===== src/rtl/ag32gbd_frame_scanner.sv =====
// Frame scanner: walks every pixel of the frame, requests one sample per pixel,
// packs the 2-bit results into 2bpp tile bytes and writes them to the frame BRAM.
//
// state     | meaning
// ----------+------------------------------------------------------------
// S_IDLE    | waiting for FrameStart
// S_ARM     | waiting for the previous SampleDone stretch to expire
// S_REQ     | SampleStart held, waiting for SampleDone rise or timeout
// S_CAPTURE | shift the captured pixel into the plane registers
// S_WR_LO   | write low-plane byte of the current tile row
// S_WR_HI   | write high-plane byte of the current tile row
// S_NEXT    | advance to the next pixel or finish the frame
// S_DONE    | one-cycle FrameDone pulse
module ag32gbd_frame_scanner #(
    parameter int          WIDTH     = 128,
    parameter int          HEIGHT    = 112,
    parameter logic [11:0] BASE_ADDR = 12'h000,
    parameter logic [15:0] TIMEOUT   = 16'd4095
) (
    input  logic        sys_clock,
    input  logic        sys_resetn,
    input  logic        FrameStart,
    input  logic        FrameAbort,
    output logic        Busy,
    output logic        FrameDone,
    output logic        TimeoutErr,
    output logic        SampleStart,
    output logic [6:0]  PixelX,
    output logic [6:0]  PixelY,
    input  logic        SampleDone,
    input  logic [1:0]  SampledValue,
    output logic        WrEn,
    output logic [11:0] WrAddr,
    output logic [7:0]  WrData
);

    typedef enum logic [2:0] {
        S_IDLE,
        S_ARM,
        S_REQ,
        S_CAPTURE,
        S_WR_LO,
        S_WR_HI,
        S_NEXT,
        S_DONE
    } state_t;

    localparam logic [6:0]  X_LAST  = 7'(WIDTH - 1);
    localparam logic [6:0]  Y_LAST  = 7'(HEIGHT - 1);
    localparam logic [11:0] TILES_X = 12'(WIDTH / 8);

    state_t      state, next_state;
    logic [6:0]  pixel_x, pixel_y;
    logic [7:0]  plane_lo, plane_hi;
    logic [1:0]  sample_val;
    logic [15:0] tmo_cnt;
    logic        done_r, done_d;
    logic        timeout_err;
    logic        done_rise, tmo_hit;
    logic [11:0] tile_idx, addr_lo;

    assign done_rise = done_r & ~done_d;
    assign tmo_hit   = (tmo_cnt == 16'd0);

    always_ff @(posedge sys_clock or negedge sys_resetn) begin
        if (!sys_resetn) begin
            state <= S_IDLE;
        end else begin
            state <= next_state;
        end
    end

    always_comb begin
        next_state = state;
        unique case (state)
            S_IDLE:    if (FrameStart) next_state = S_ARM;
            S_ARM:     if (!SampleDone) next_state = S_REQ;
            S_REQ:     if (done_rise || tmo_hit) next_state = S_CAPTURE;
            S_CAPTURE: next_state = (pixel_x[2:0] == 3'd7) ? S_WR_LO : S_NEXT;
            S_WR_LO:   next_state = S_WR_HI;
            S_WR_HI:   next_state = S_NEXT;
            S_NEXT:    next_state = (pixel_x == X_LAST && pixel_y == Y_LAST) ? S_DONE : S_ARM;
            S_DONE:    next_state = S_IDLE;
            default:   next_state = S_IDLE;
        endcase
        if (FrameAbort) next_state = S_IDLE;
    end

    // Timeout is a down-counter loaded on arming; terminal count at zero.
    always_ff @(posedge sys_clock or negedge sys_resetn) begin
        if (!sys_resetn) begin
            pixel_x     <= '0;
            pixel_y     <= '0;
            plane_lo    <= '0;
            plane_hi    <= '0;
            sample_val  <= '0;
            tmo_cnt     <= '0;
            done_r      <= 1'b0;
            done_d      <= 1'b0;
            timeout_err <= 1'b0;
        end else begin
            done_r <= SampleDone;
            done_d <= done_r;
            if (FrameAbort) begin
                plane_lo <= '0;
                plane_hi <= '0;
            end else begin
                unique case (state)
                    S_IDLE: begin
                        if (FrameStart) begin
                            pixel_x     <= '0;
                            pixel_y     <= '0;
                            plane_lo    <= '0;
                            plane_hi    <= '0;
                            timeout_err <= 1'b0;
                        end
                    end
                    S_ARM: begin
                        if (!SampleDone) tmo_cnt <= TIMEOUT;
                    end
                    S_REQ: begin
                        if (done_rise) begin
                            sample_val <= SampledValue;
                        end else if (tmo_hit) begin
                            sample_val  <= 2'b00;
                            timeout_err <= 1'b1;
                        end else begin
                            tmo_cnt <= tmo_cnt - 16'd1;
                        end
                    end
                    S_CAPTURE: begin
                        plane_lo <= {plane_lo[6:0], sample_val[0]};
                        plane_hi <= {plane_hi[6:0], sample_val[1]};
                    end
                    S_NEXT: begin
                        if (pixel_x == X_LAST) begin
                            if (pixel_y != Y_LAST) begin
                                pixel_x <= '0;
                                pixel_y <= pixel_y + 7'd1;
                            end
                        end else begin
                            pixel_x <= pixel_x + 7'd1;
                        end
                    end
                    default: ;
                endcase
            end
        end
    end

    assign tile_idx = {5'b0, pixel_y[6:3]} * TILES_X + {8'b0, pixel_x[6:3]};
    assign addr_lo  = BASE_ADDR + {tile_idx[7:0], 4'b0} + {8'b0, pixel_y[2:0], 1'b0};

    always_comb begin
        Busy        = (state != S_IDLE) && (state != S_DONE);
        FrameDone   = (state == S_DONE);
        SampleStart = (state == S_REQ);
        WrEn        = 1'b0;
        WrAddr      = '0;
        WrData      = '0;
        if (state == S_WR_LO) begin
            WrEn   = 1'b1;
            WrAddr = addr_lo;
            WrData = plane_lo;
        end else if (state == S_WR_HI) begin
            WrEn   = 1'b1;
            WrAddr = addr_lo + 12'd1;
            WrData = plane_hi;
        end
    end

    assign TimeoutErr = timeout_err;
    assign PixelX     = pixel_x;
    assign PixelY     = pixel_y;

endmodule


===== config.mk =====
export PLATFORM = sky130hd
export DESIGN_NAME = ag32gbd_frame_scanner
export DESIGN_NICKNAME = d
export VERILOG_FILES = /design/src/rtl/ag32gbd_frame_scanner.sv
export SDC_FILE = /design/constraint.sdc
export NUM_CORES = 1
export LEC_CHECK = 0
export ABC_CLOCK_PERIOD_IN_PS = 2600
export CAP_MARGIN = 20
export CORE_UTILIZATION = 54
export DETAILED_ROUTE_END_ITERATION = 6
export GPL_TIMING_DRIVEN = 1
export PLACE_DENSITY_LB_ADDON = 0.15
export SLEW_MARGIN = 20
export SYNTH_ARGS = -nofsm -noshare
export SYNTH_HDL_FRONTEND = slang
export SYNTH_SLANG_ARGS = --single-unit

===== constraint.sdc =====
create_clock -name sys_clock -period 2.6 [get_ports sys_clock]
set_input_delay 0.52 -clock sys_clock [delete_from_list [all_inputs] [get_ports sys_clock]]
set_output_delay 0.52 -clock sys_clock [all_outputs]
set_load 0.01 [all_outputs]

Word-level counts from Yosys, hierarchy flattened
Cells that the tools add are included.
Word-level totals
  register bits after elaboration: 54
  latch bits: 0
  RAM bits: 0
  memory bits (read-only): 0
  input port bits: 7
  output and inout port bits: 39
  memories: 0
Operators by class
  $add $sub $neg: 6
  $mul: 0
  divide/modulo/power cells: 0
  order comparisons: 0
  equal/unequal tests: 23
  shift-type cells: 0
  muxes and demuxes: 35
  bitwise operators: 3
  reductions and logical operators: 18
Operators with widths (count)
  16-bit two-way mux: 3
  8-bit two-way mux: 5
  7-bit two-way mux: 5
  16-bit one-hot mux with 2 select lines: 1
  8-bit one-hot mux with 2 select lines: 2
  7-bit one-hot mux with 2 select lines: 2
  12-bit two-way mux: 2
  3-bit one-hot mux with 8 select lines: 1
  16-bit zero test: 1
  16-bit by 1-bit subtractor with 16-bit output (second input constant): 1
  3-bit equality test (second input constant): 5
  3-bit two-way mux: 5
  5-bit AND reduction: 3
  7-bit by 1-bit adder with 7-bit output (second input constant): 2
  7-bit equality test (second input constant): 2
  12-bit by 1-bit adder with 12-bit output (second input constant): 1
  12-bit by 4-bit adder with 12-bit output: 1
  2-bit != test (second input constant): 6
  3-bit != test (second input constant): 4
  8-bit by 4-bit adder with 8-bit output: 1
  2-bit nonzero test: 4
  7-bit != test (second input constant): 1
  3-bit by 2-bit equality test with 1-bit output (second input constant): 2
  2-bit two-way mux: 3
  other kinds (14): 22

Longest topological paths before layout
  word-level depth: 6
  mapped depth: 8

Worst setup path before layout
OpenSTA, ideal clock, no wires.
  kind: register to register
  start: reg tmo_cnt[0]
  end: reg tmo_cnt[5]
  setup time: 0.132 ns
  arrival: 2.043 ns
  slack: 0.426 ns
  cell stages (with the launch flop): 9
  buffers on the path: 1
  clock period less this slack: 2.174 ns
  cells stage by stage: dfrtp_1 > inv_1 > ha_1 > or4b_1 > nor4_4 > a211o_4 > buf_8 > nor3_2 > or3b_1
On the way
  word-level cells in the longest chain between the ends: 4
  elaborated cells between the ends (all ways): 7
  those cells by class: 1 x add/sub; 1 x eq/ne; 3 x mux; 2 x reduce/logical
RTL lines
  from (decl): RTL line 56  | logic [15:0] tmo_cnt;
  from (signal assigned): RTL line 128  | tmo_cnt <= tmo_cnt - 16'd1;
  16-bit by 1-bit subtractor with 16-bit output: RTL line 128
  16-bit two-way mux: RTL line 124  | end else if (tmo_hit) begin
  16-bit two-way mux: RTL line 122  | if (done_rise) begin
  16-bit one-hot mux with 2 select lines: RTL line 108  | unique case (state)
Several ways; a longest one is shown, not always the timed one. The select of a mux whose other input is x is not followed.
A chain may end at the register's enable or synchronous reset.

Final worst setup path
  start: reg state[1]
  end: out SampleStart
On the way
  word-level cells in the longest chain between the ends: 1
RTL lines
  from (decl): RTL line 52  | state_t state, next_state;
  from (signal assigned): RTL line 69  | state <= next_state;
  3-bit by 2-bit equality test with 1-bit output: RTL line 157  | SampleStart = (state == S_REQ);
  to (decl): RTL line 27  | output logic SampleStart,
No other way between the ends.

==> results.md <==
* Drt total wl at 6360 um
* CTS tree: done
* Clock share of power at 29.0%
* Reg area at 1350 um^2
* Worst Tran Pin Value at 0.692 ns
* Largest family of logic cells by synthesized area: simple AND/OR/NAND/NOR gates
* Clk sinks at 54
* Initial core utilization at 56.9%
* Die Ht at 75.9 um
* PwrDens at 470 nW/um^2
* Clock Skews at 0.00996 ns
* Wirelength per Cell at 15.0 um
* Worst Hold Class: input port to async pin
* WP data required at 2.08 ns
* Via density at 5.89
* CORE AREA at 5170 um^2
* Final Hold Fails at 0
* Critical path class: register to output port
* Clk root buf: clkbuf_8
* Fin crit share at 94.1%
* Cells after Synth at 304
* Worst-skew pair later-pin latency at 0.31 ns
* Final Wtd Congestion at 0.838
* Die Area at 5750 um^2
* Peak supply drop at 0.000345 V
* Post-synthesis xor/xnor area fraction at 1.19%
* DR vias at 2502
* Int Power at 1.20 mW
* Post-CTS Setup Bufs at 0
* Critical path arrival at 1.93 ns
* NumNets Final at 365
* Ant. Diodes at 0
* Final max-slew violation count at 0
* Vias in the first global route at 2202
* Max-cap violations at 0
* DP Area at 3490 um^2
* Yosys reg bits at 54
* Routed wl met3 at 198 um
* Antenna violation net count after detailed routing at 0
* Synth cell count leaders: 54 x dfrtp_1, 37 x nor2_1, 20 x a22o_1, 20 x o21ai_0, 15 x a21oi_1
* Hold Slack at 0.303 ns
* Layout filler cell count at 421
* Sw power at 0.491 mW
* Post-synthesis sequential area ratio at 45.9%
* Total CTS buffers at 5
* Largest net degree at the start of global routing at 55
* Yosys top cell area share at 45.9%
* Remaining DRCs at 0
* Fraction of layout cells with a size suffix above 1 at 10.4%
* Hold_buf cts at 0
* Setup Viol. Count Final at 0
* Post-synthesis mux area share at 3.44%
* Outcome: complete, no violations
* Syn. warnings at 0
* Yosys top cell by area: dfrtp_1
* Worst Setup End Kind: output port
* CP Max Fanout at 13
* Design Area, Final at 3590 um^2
* PortBufs at 45
* Die width at 75.9 um
* Cell variety after synth at 57
* Antenna violations before repair at 0
* H-tree Lvls at 2
* Primary FF master, synth: dfrtp_1
* M1 WL at 3180 um
* Max Buffers Root-to-Sink at 2
* Setup TNS at 0 ns
* Clk pin slew, worst setup/hold paths at 0.11 ns
* Reg power frac at 56.7%
* RSZ-0062 raised after global routing: false
* DP Wirelength at 4550 um
* Simple-Gate Fraction of Synth Area at 26.0%
* Starting DRT DRC Count at 155
* Async set-reset flop share out of synthesis at 100%
* Most common cell in the netlist: dfrtp_1
* Io pins at 46
* Synth Area in Compound Gates at 18.5%
* Highest Signal Layer: met4
* Post-synthesis adder-cell area fraction at 1.70%
* First-pass DRT Iterations at 4
* Relative slew slack at 53.8%
* Synth Cell Area at 2950 um^2
* Switch share at 29.1%
* Area of the multi-input gates at 1500 um^2
* Combinational power share at 14.3%
* WL met2 at 2920 um
* P_leak at 1.44 nW
* Post-synth EDFFs at 0
* Synth-to-Final Area Change at 21.9%
* Global route overflow at 0
* Final min period at 2.45 ns
* F_max at 0.409 GHz
* Synth area leaders: dfrtp_1 46%, a22o_1 5.9%, nor2_1 4.7%
* FP Rows at 26
* Crit start category: register
* Total global-route track usage at 24.0%
* Synthesized Nets at 315
* First-pass GRT wire length at 10500 um
* Avg Cell Area, Syn at 9.69 um^2
-- sequential cells by signal, summed over array words and instances (netlist names) --
name        count
done_d          1
done_r          1
sample_val      2
TimeoutErr      1
PixelX          7
state           3
tmo_cnt        16
plane_lo        8
plane_hi        8
PixelY          7
-- path summary, 6_finish.rpt --
path | from | endpoint | slack [ns] | depth (start not counted)
max in group asynchronous | sys_resetn | state[0] | 1.80 | 2
max | state[1] | SampleStart | 0.15 | 3
max reg2reg | tmo_cnt[0] | tmo_cnt[5] | 0.24 | 7
min | sys_resetn | PixelY[0] | 0.30 | 2
min reg2reg | done_r | done_d | 0.38 | 0
min in group sys_clock | done_r | done_d | 0.38 | 0
-- layout by cell type (no fill, tap or decap), types with 2 or more instances in the layout --
master | netlist | final
nor3_1 | 7 | 7
mux2i_1 | 9 | 9
xor2_1 | 2 | 2
a22o_1 | 20 | 20
or3_2 | 2 | 2
or3_1 | 7 | 7
nand2b_1 | 5 | 5
nor4_1 | 5 | 5
buf_4 | 1 | 11
or4_4 | 2 | 2
inv_1 | 7 | 6
dfrtp_1 | 54 | 53
ha_1 | 4 | 4
a211o_1 | 2 | 2
and4_1 | 2 | 2
o21ai_0 | 20 | 20
nand3_1 | 13 | 13
and3_1 | 5 | 5
and2_1 | 14 | 14
a211oi_1 | 6 | 6
nand2_1 | 10 | 10
or4_1 | 7 | 7
a21oi_1 | 15 | 14
clkdlybuf4s50_1 | 0 | 44
or2_2 | 2 | 2
xnor2_1 | 2 | 2
clkbuf_8 | 0 | 5
o31ai_1 | 6 | 6
nor2_1 | 37 | 36
-- worst max-delay path, cell delays in order, from the launching register on --
cell and delay, ns:
dfrtp_1 0.56, nand2b_1 0.22, nor2_2 0.25, clkdlybuf4s50_1 0.58
-- metal layers --
| metal | global-route usage [%] | vias up |
|---|---|---|
| li1 | - | 1226 |
| met1 | 35.3 | 1221 |
| met2 | 37.1 | 47 |
| met3 | 3.70 | 8 |
| met4 | 5.97 | 0 |
| met5 | 0 | - |
-- metrics by stage --
stage | worst slack [ns] | utilization [%] | std cells | power [mW]
floorplan | 0.426 | - | 304 | 1.12
global placement | 0.195 | 67.5 | 417 | 1.20
detailed placement | 0.170 | 67.5 | 417 | 1.21
CTS | 0.0708 | 69.3 | 425 | 1.70
global route | 0.0345 | 69.4 | 425 | 1.77
finish | 0.155 | 69.4 | 425 | 1.69
-- logic make-up (layout without fill, tap and decap cells) --
| group | Yosys count | after routing |
|---|---|---|
| AO/OA/AOI/OAI | 79 | 79 |
| XOR/XNOR | 4 | 4 |
| adder cells (fa/ha/maj) | 4 | 4 |
| buffers and inverters | 20 | 71 |
| flip-flops | 54 | 54 |
| multiplexers | 10 | 10 |
| AND/OR/NAND/NOR | 133 | 133 |
-- repair_timing --
item | in CTS | in global routing
setup endpoints to repair | 0 | 14
resized for setup | 0 | 3
endpoints found under the hold margin | 0 | 0
-- power groups by stage --
| stage | sequential, mW | combinational, mW | clock, mW |
|---|---|---|---|
| after floorplan | 0.953 | 0.163 | 0 |
| after CTS | 0.955 | 0.242 | 0.499 |
| final | 0.957 | 0.241 | 0.490 |
| after global placement | 0.969 | 0.233 | 0 |
| after detailed placement | 0.971 | 0.241 | 0 |
| after global routing | 0.969 | 0.271 | 0.530 |
-- cell type report --
| cell class | count | share of cell area, % |
|---|---|---|
| repair buffers | 56 | 14.7 |
| flip-flops and latches | 54 | 37.7 |
| clock buffers | 5 | 1.92 |
| multi-input cells | 230 | 41.8 |
| well taps | 70 | 2.44 |
| inverters | 7 | 0.732 |
| clock inverters | 3 | 0.697 |
(Power assumes the default switching activity.)
==> RTL edit: new RTL, same settings <==
Register the inputs `FrameStart`, `FrameAbort`, `SampleDone` and `SampledValue` before use. The logic sees them one clock later.
--- a/src/rtl/ag32gbd_frame_scanner.sv
+++ b/src/rtl/ag32gbd_frame_scanner.sv
@@ -49,6 +49,18 @@
     localparam logic [6:0]  Y_LAST  = 7'(HEIGHT - 1);
     localparam logic [11:0] TILES_X = 12'(WIDTH / 8);
 
+    logic FrameStart_q;
+    logic FrameAbort_q;
+    logic SampleDone_q;
+    logic [1:0] SampledValue_q;
+
+    always_ff @(posedge sys_clock) begin
+        FrameStart_q   <= FrameStart;
+        FrameAbort_q   <= FrameAbort;
+        SampleDone_q   <= SampleDone;
+        SampledValue_q <= SampledValue;
+    end
+
     state_t      state, next_state;
     logic [6:0]  pixel_x, pixel_y;
     logic [7:0]  plane_lo, plane_hi;
@@ -73,8 +85,8 @@
     always_comb begin
         next_state = state;
         unique case (state)
-            S_IDLE:    if (FrameStart) next_state = S_ARM;
-            S_ARM:     if (!SampleDone) next_state = S_REQ;
+            S_IDLE:    if (FrameStart_q) next_state = S_ARM;
+            S_ARM:     if (!SampleDone_q) next_state = S_REQ;
             S_REQ:     if (done_rise || tmo_hit) next_state = S_CAPTURE;
             S_CAPTURE: next_state = (pixel_x[2:0] == 3'd7) ? S_WR_LO : S_NEXT;
             S_WR_LO:   next_state = S_WR_HI;
@@ -83,7 +95,7 @@
             S_DONE:    next_state = S_IDLE;
             default:   next_state = S_IDLE;
         endcase
-        if (FrameAbort) next_state = S_IDLE;
+        if (FrameAbort_q) next_state = S_IDLE;
     end
 
     // Timeout is a down-counter loaded on arming; terminal count at zero.
@@ -99,15 +111,15 @@
             done_d      <= 1'b0;
             timeout_err <= 1'b0;
         end else begin
-            done_r <= SampleDone;
+            done_r <= SampleDone_q;
             done_d <= done_r;
-            if (FrameAbort) begin
+            if (FrameAbort_q) begin
                 plane_lo <= '0;
                 plane_hi <= '0;
             end else begin
                 unique case (state)
                     S_IDLE: begin
-                        if (FrameStart) begin
+                        if (FrameStart_q) begin
                             pixel_x     <= '0;
                             pixel_y     <= '0;
                             plane_lo    <= '0;
@@ -116,11 +128,11 @@
                         end
                     end
                     S_ARM: begin
-                        if (!SampleDone) tmo_cnt <= TIMEOUT;
+                        if (!SampleDone_q) tmo_cnt <= TIMEOUT;
                     end
                     S_REQ: begin
                         if (done_rise) begin
-                            sample_val <= SampledValue;
+                            sample_val <= SampledValue_q;
                         end else if (tmo_hit) begin
                             sample_val  <= 2'b00;
                             timeout_err <= 1'b1;
Check against the original RTL: not equivalent (Yosys sat finds a counterexample within 4 cycles, from zero or initial values and one cycle with sys_resetn low).
==> RTL edit against the unedited design <==
Utilization rose by 2.8 points. Maximum frequency fell by 0.57%. Via count rose by 2.5%. Worst setup slack got worse by 0.014 ns. Sequential power rose by 2.4%. Sequential cell count rose by 5. Synthesized area rose by 1.4%. Total power rose by 21%. Wire length rose by 5.0%. Cell area rose by 4.7%. Largest power group unchanged.
==> RTL edit: results (changes against the unedited design) <==
\begin{tabular}{lr}
\hline
Metric & Value \\
\hline
\multicolumn{2}{l}{\textbf{Synth}} \\
\quad Complex-gate fraction of the synthesized area & 0.1792 (-0.005987) \\
\quad Sequential share of the synthesized area & 0.4858 (+0.02697) \\
\quad Mux share of post-synthesis cell area & 0.03434 (-0.00007116) \\
\quad Mapped Nets & 321 (+1.9\%) \\
\quad Adder and majority cell fraction of the synthesized area & 0.02094 (+0.003946) \\
\quad Area share of xor/xnor cells in the synthesized design & 0.01466 (+0.002762) \\
\quad Largest cells by area after synthesis & sky130\_fd\_sc\_hd\_\_dfrtp\_1 (45\%), sky130\_fd\_sc\_hd\_\_a22o\_1 (5.9\%), sky130\_fd\_sc\_hd\_\_nor2\_1 (5.3\%), sky130\_fd\_sc\_hd\_\_dfxtp\_1 (3.4\%), sky130\_fd\_sc\_hd\_\_o21ai\_0 (3.0\%) \\
\quad Count of unique library cells instantiated by Yosys & 51 (-11\%) \\
\quad Commonest cells in the synthesized netlist & sky130\_fd\_sc\_hd\_\_dfrtp\_1 (54), sky130\_fd\_sc\_hd\_\_nor2\_1 (42), sky130\_fd\_sc\_hd\_\_a22o\_1 (20) \\
\multicolumn{2}{l}{\textbf{Global routing}} \\
\quad Total Routing Usage GR & 0.2518 (+0.01226) \\
\quad Vias in the first global route & 2407 (+9.3\%) \\
\quad Pin count of the biggest net entering global routing & 33 (-40\%) \\
\quad First-pass GRT wire length & 11.56 mm (+11\%) \\
\multicolumn{2}{l}{\textbf{Routing}} \\
\quad First-iteration detailed-routing DRC count & 249 (+61\%) \\
\quad Total length of routed wires & 6.674 mm (+5.0\%) \\
\quad Number of vias per cell after detailed routing & 5.897 (+0.16\%) \\
\multicolumn{2}{l}{\textbf{STA}} \\
\quad Relative max-transition margin & 0.2990 (-0.2394) \\
\quad Post-route clock skew & 0.01246 ns (+0.002502 ns) \\
\multicolumn{2}{l}{\textbf{Clock network}} \\
\quad Total CTS buffers & 9 (+4) \\
\quad Worst-skew pair later-pin latency & 0.34 ns (+0.03 ns) \\
\quad CTS clock-pin slew for the worst setup and hold paths & 0.08 ns (-0.03 ns) \\
\quad Number of H-tree branching levels & 3 (+1) \\
\multicolumn{2}{l}{\textbf{Status}} \\
\quad Outcome & complete, no violations \\
\multicolumn{2}{l}{\textbf{Finish}} \\
\quad NumNets Final & 372 (+1.9\%) \\
\quad Layout cells sized above 1 & 0.09589 (-0.008335) \\
\multicolumn{2}{l}{\textbf{Worst setup path}} \\
\quad Largest fanout of any net on the critical path & 17 (+4) \\
\quad Depth of the most critical reg-to-reg path & 8 (+1) \\
\multicolumn{2}{l}{\textbf{Pwr}} \\
\quad Leakage component of the power & 1.527 nW (+6.3\%) \\
\quad Switch share & 0.2452 (-0.04546) \\
\quad VDD IR-drop max & 0.4561 mV (+32\%) \\
\multicolumn{2}{l}{\textbf{Placement}} \\
\quad GPL Wtd Cong & 0.8330 (-0.62\%) \\
\quad HPWL after detailed placement & 4.558 mm (about the same) \\
\hline
\end{tabular}
-- RTL edit: cell count changes after synthesis, sizes merged, moves of 4 or more --
cell / change
a31oi: +4
and2: -5
dfxtp: +5
inv: +4
nand2: +4
nand4: +5
nor2: +5
-- RTL edit: layer usage --
metal / global-route usage / vias to the layer above / wire [um]
li1: - / 1244 / -
met1: 0.3489 / 1252 / 3193
met2: 0.3964 / 61 / 3144
met3: 0.05988 / 8 / 268
met4: 0.06923 / 0 / 68
met5: 0 / - / 0
-- RTL edit: path summary, 6_finish.rpt --
kind / start / endpoint
worst max-delay path: state[2] / SampleStart
worst min-delay path: sys_resetn / tmo_cnt[6]
worst max register to register: tmo_cnt[0] / tmo_cnt[10]
worst min register to register: done_r / done_d
max in group asynchronous: sys_resetn / state[1]
min in group sys_clock: done_r / done_d
-- RTL edit: what timing repair did --
action                                  CTS  global route
endpoints found under the hold margin     0             0
endpoints found under the setup margin    0            13
gates resized for setup                   0             2
buffers inserted                          0             0
-- RTL edit: per-stage QoR --
stage | instances | instance area, um^2 | worst slack, ns | hold WS (ns) | power [mW]
after floorplan | 309 | 2988 | 0.6010 | 0.2244 | 1.068
after global placement | 419 | 3535 | 0.4065 | 0.3545 | 1.122
after detailed placement | 419 | 3535 | 0.3303 | 0.3675 | 1.127
after CTS | 435 | 3759 | 0.04727 | 0.1706 | 2.057
after global routing | 435 | 3761 | 0.05037 | 0.1934 | 2.123
final | 435 | 3761 | 0.1408 | 0.1540 | 2.046
-- RTL edit: cells by family (layout without fill, tap and decap cells) --
logic type | after synthesis | in the layout
mux | 10 | 10
simple gates | 128 | 128
fa+ha+maj | 5 | 5
compound gates | 78 | 78
flops | 59 | 59
xor+xnor | 5 | 5
buf+inv | 24 | 80
-- RTL edit: power groups by stage --
| stage | logic (mW) | clock network, mW | registers, mW |
|---|---|---|---|
| floorplan | 0.0811 | 0 | 0.986 |
| global placement | 0.127 | 0 | 0.995 |
| detailed placement | 0.130 | 0 | 0.996 |
| CTS | 0.132 | 0.946 | 0.979 |
| global route | 0.146 | 0.993 | 0.984 |
| finish | 0.130 | 0.937 | 0.980 |
-- RTL edit: layout make-up --
class / instances / area [um^2]
fill: 414 / 1444
clock inverter: 7 / 100.1
inverter: 11 / 41.29
sequential: 59 / 1454
tap: 70 / 87.58
multi-input combinational: 226 / 1436
clock buffer: 9 / 123.9
timing repair buffer: 53 / 518.0
-- RTL edit: critical path, stage by stage, from the launching register on --
cell and delay, ns:
sky130_fd_sc_hd__dfrtp_2 0.51, sky130_fd_sc_hd__or3b_4 0.45, sky130_fd_sc_hd__inv_2 0.11, sky130_fd_sc_hd__clkdlybuf4s50_1 0.54
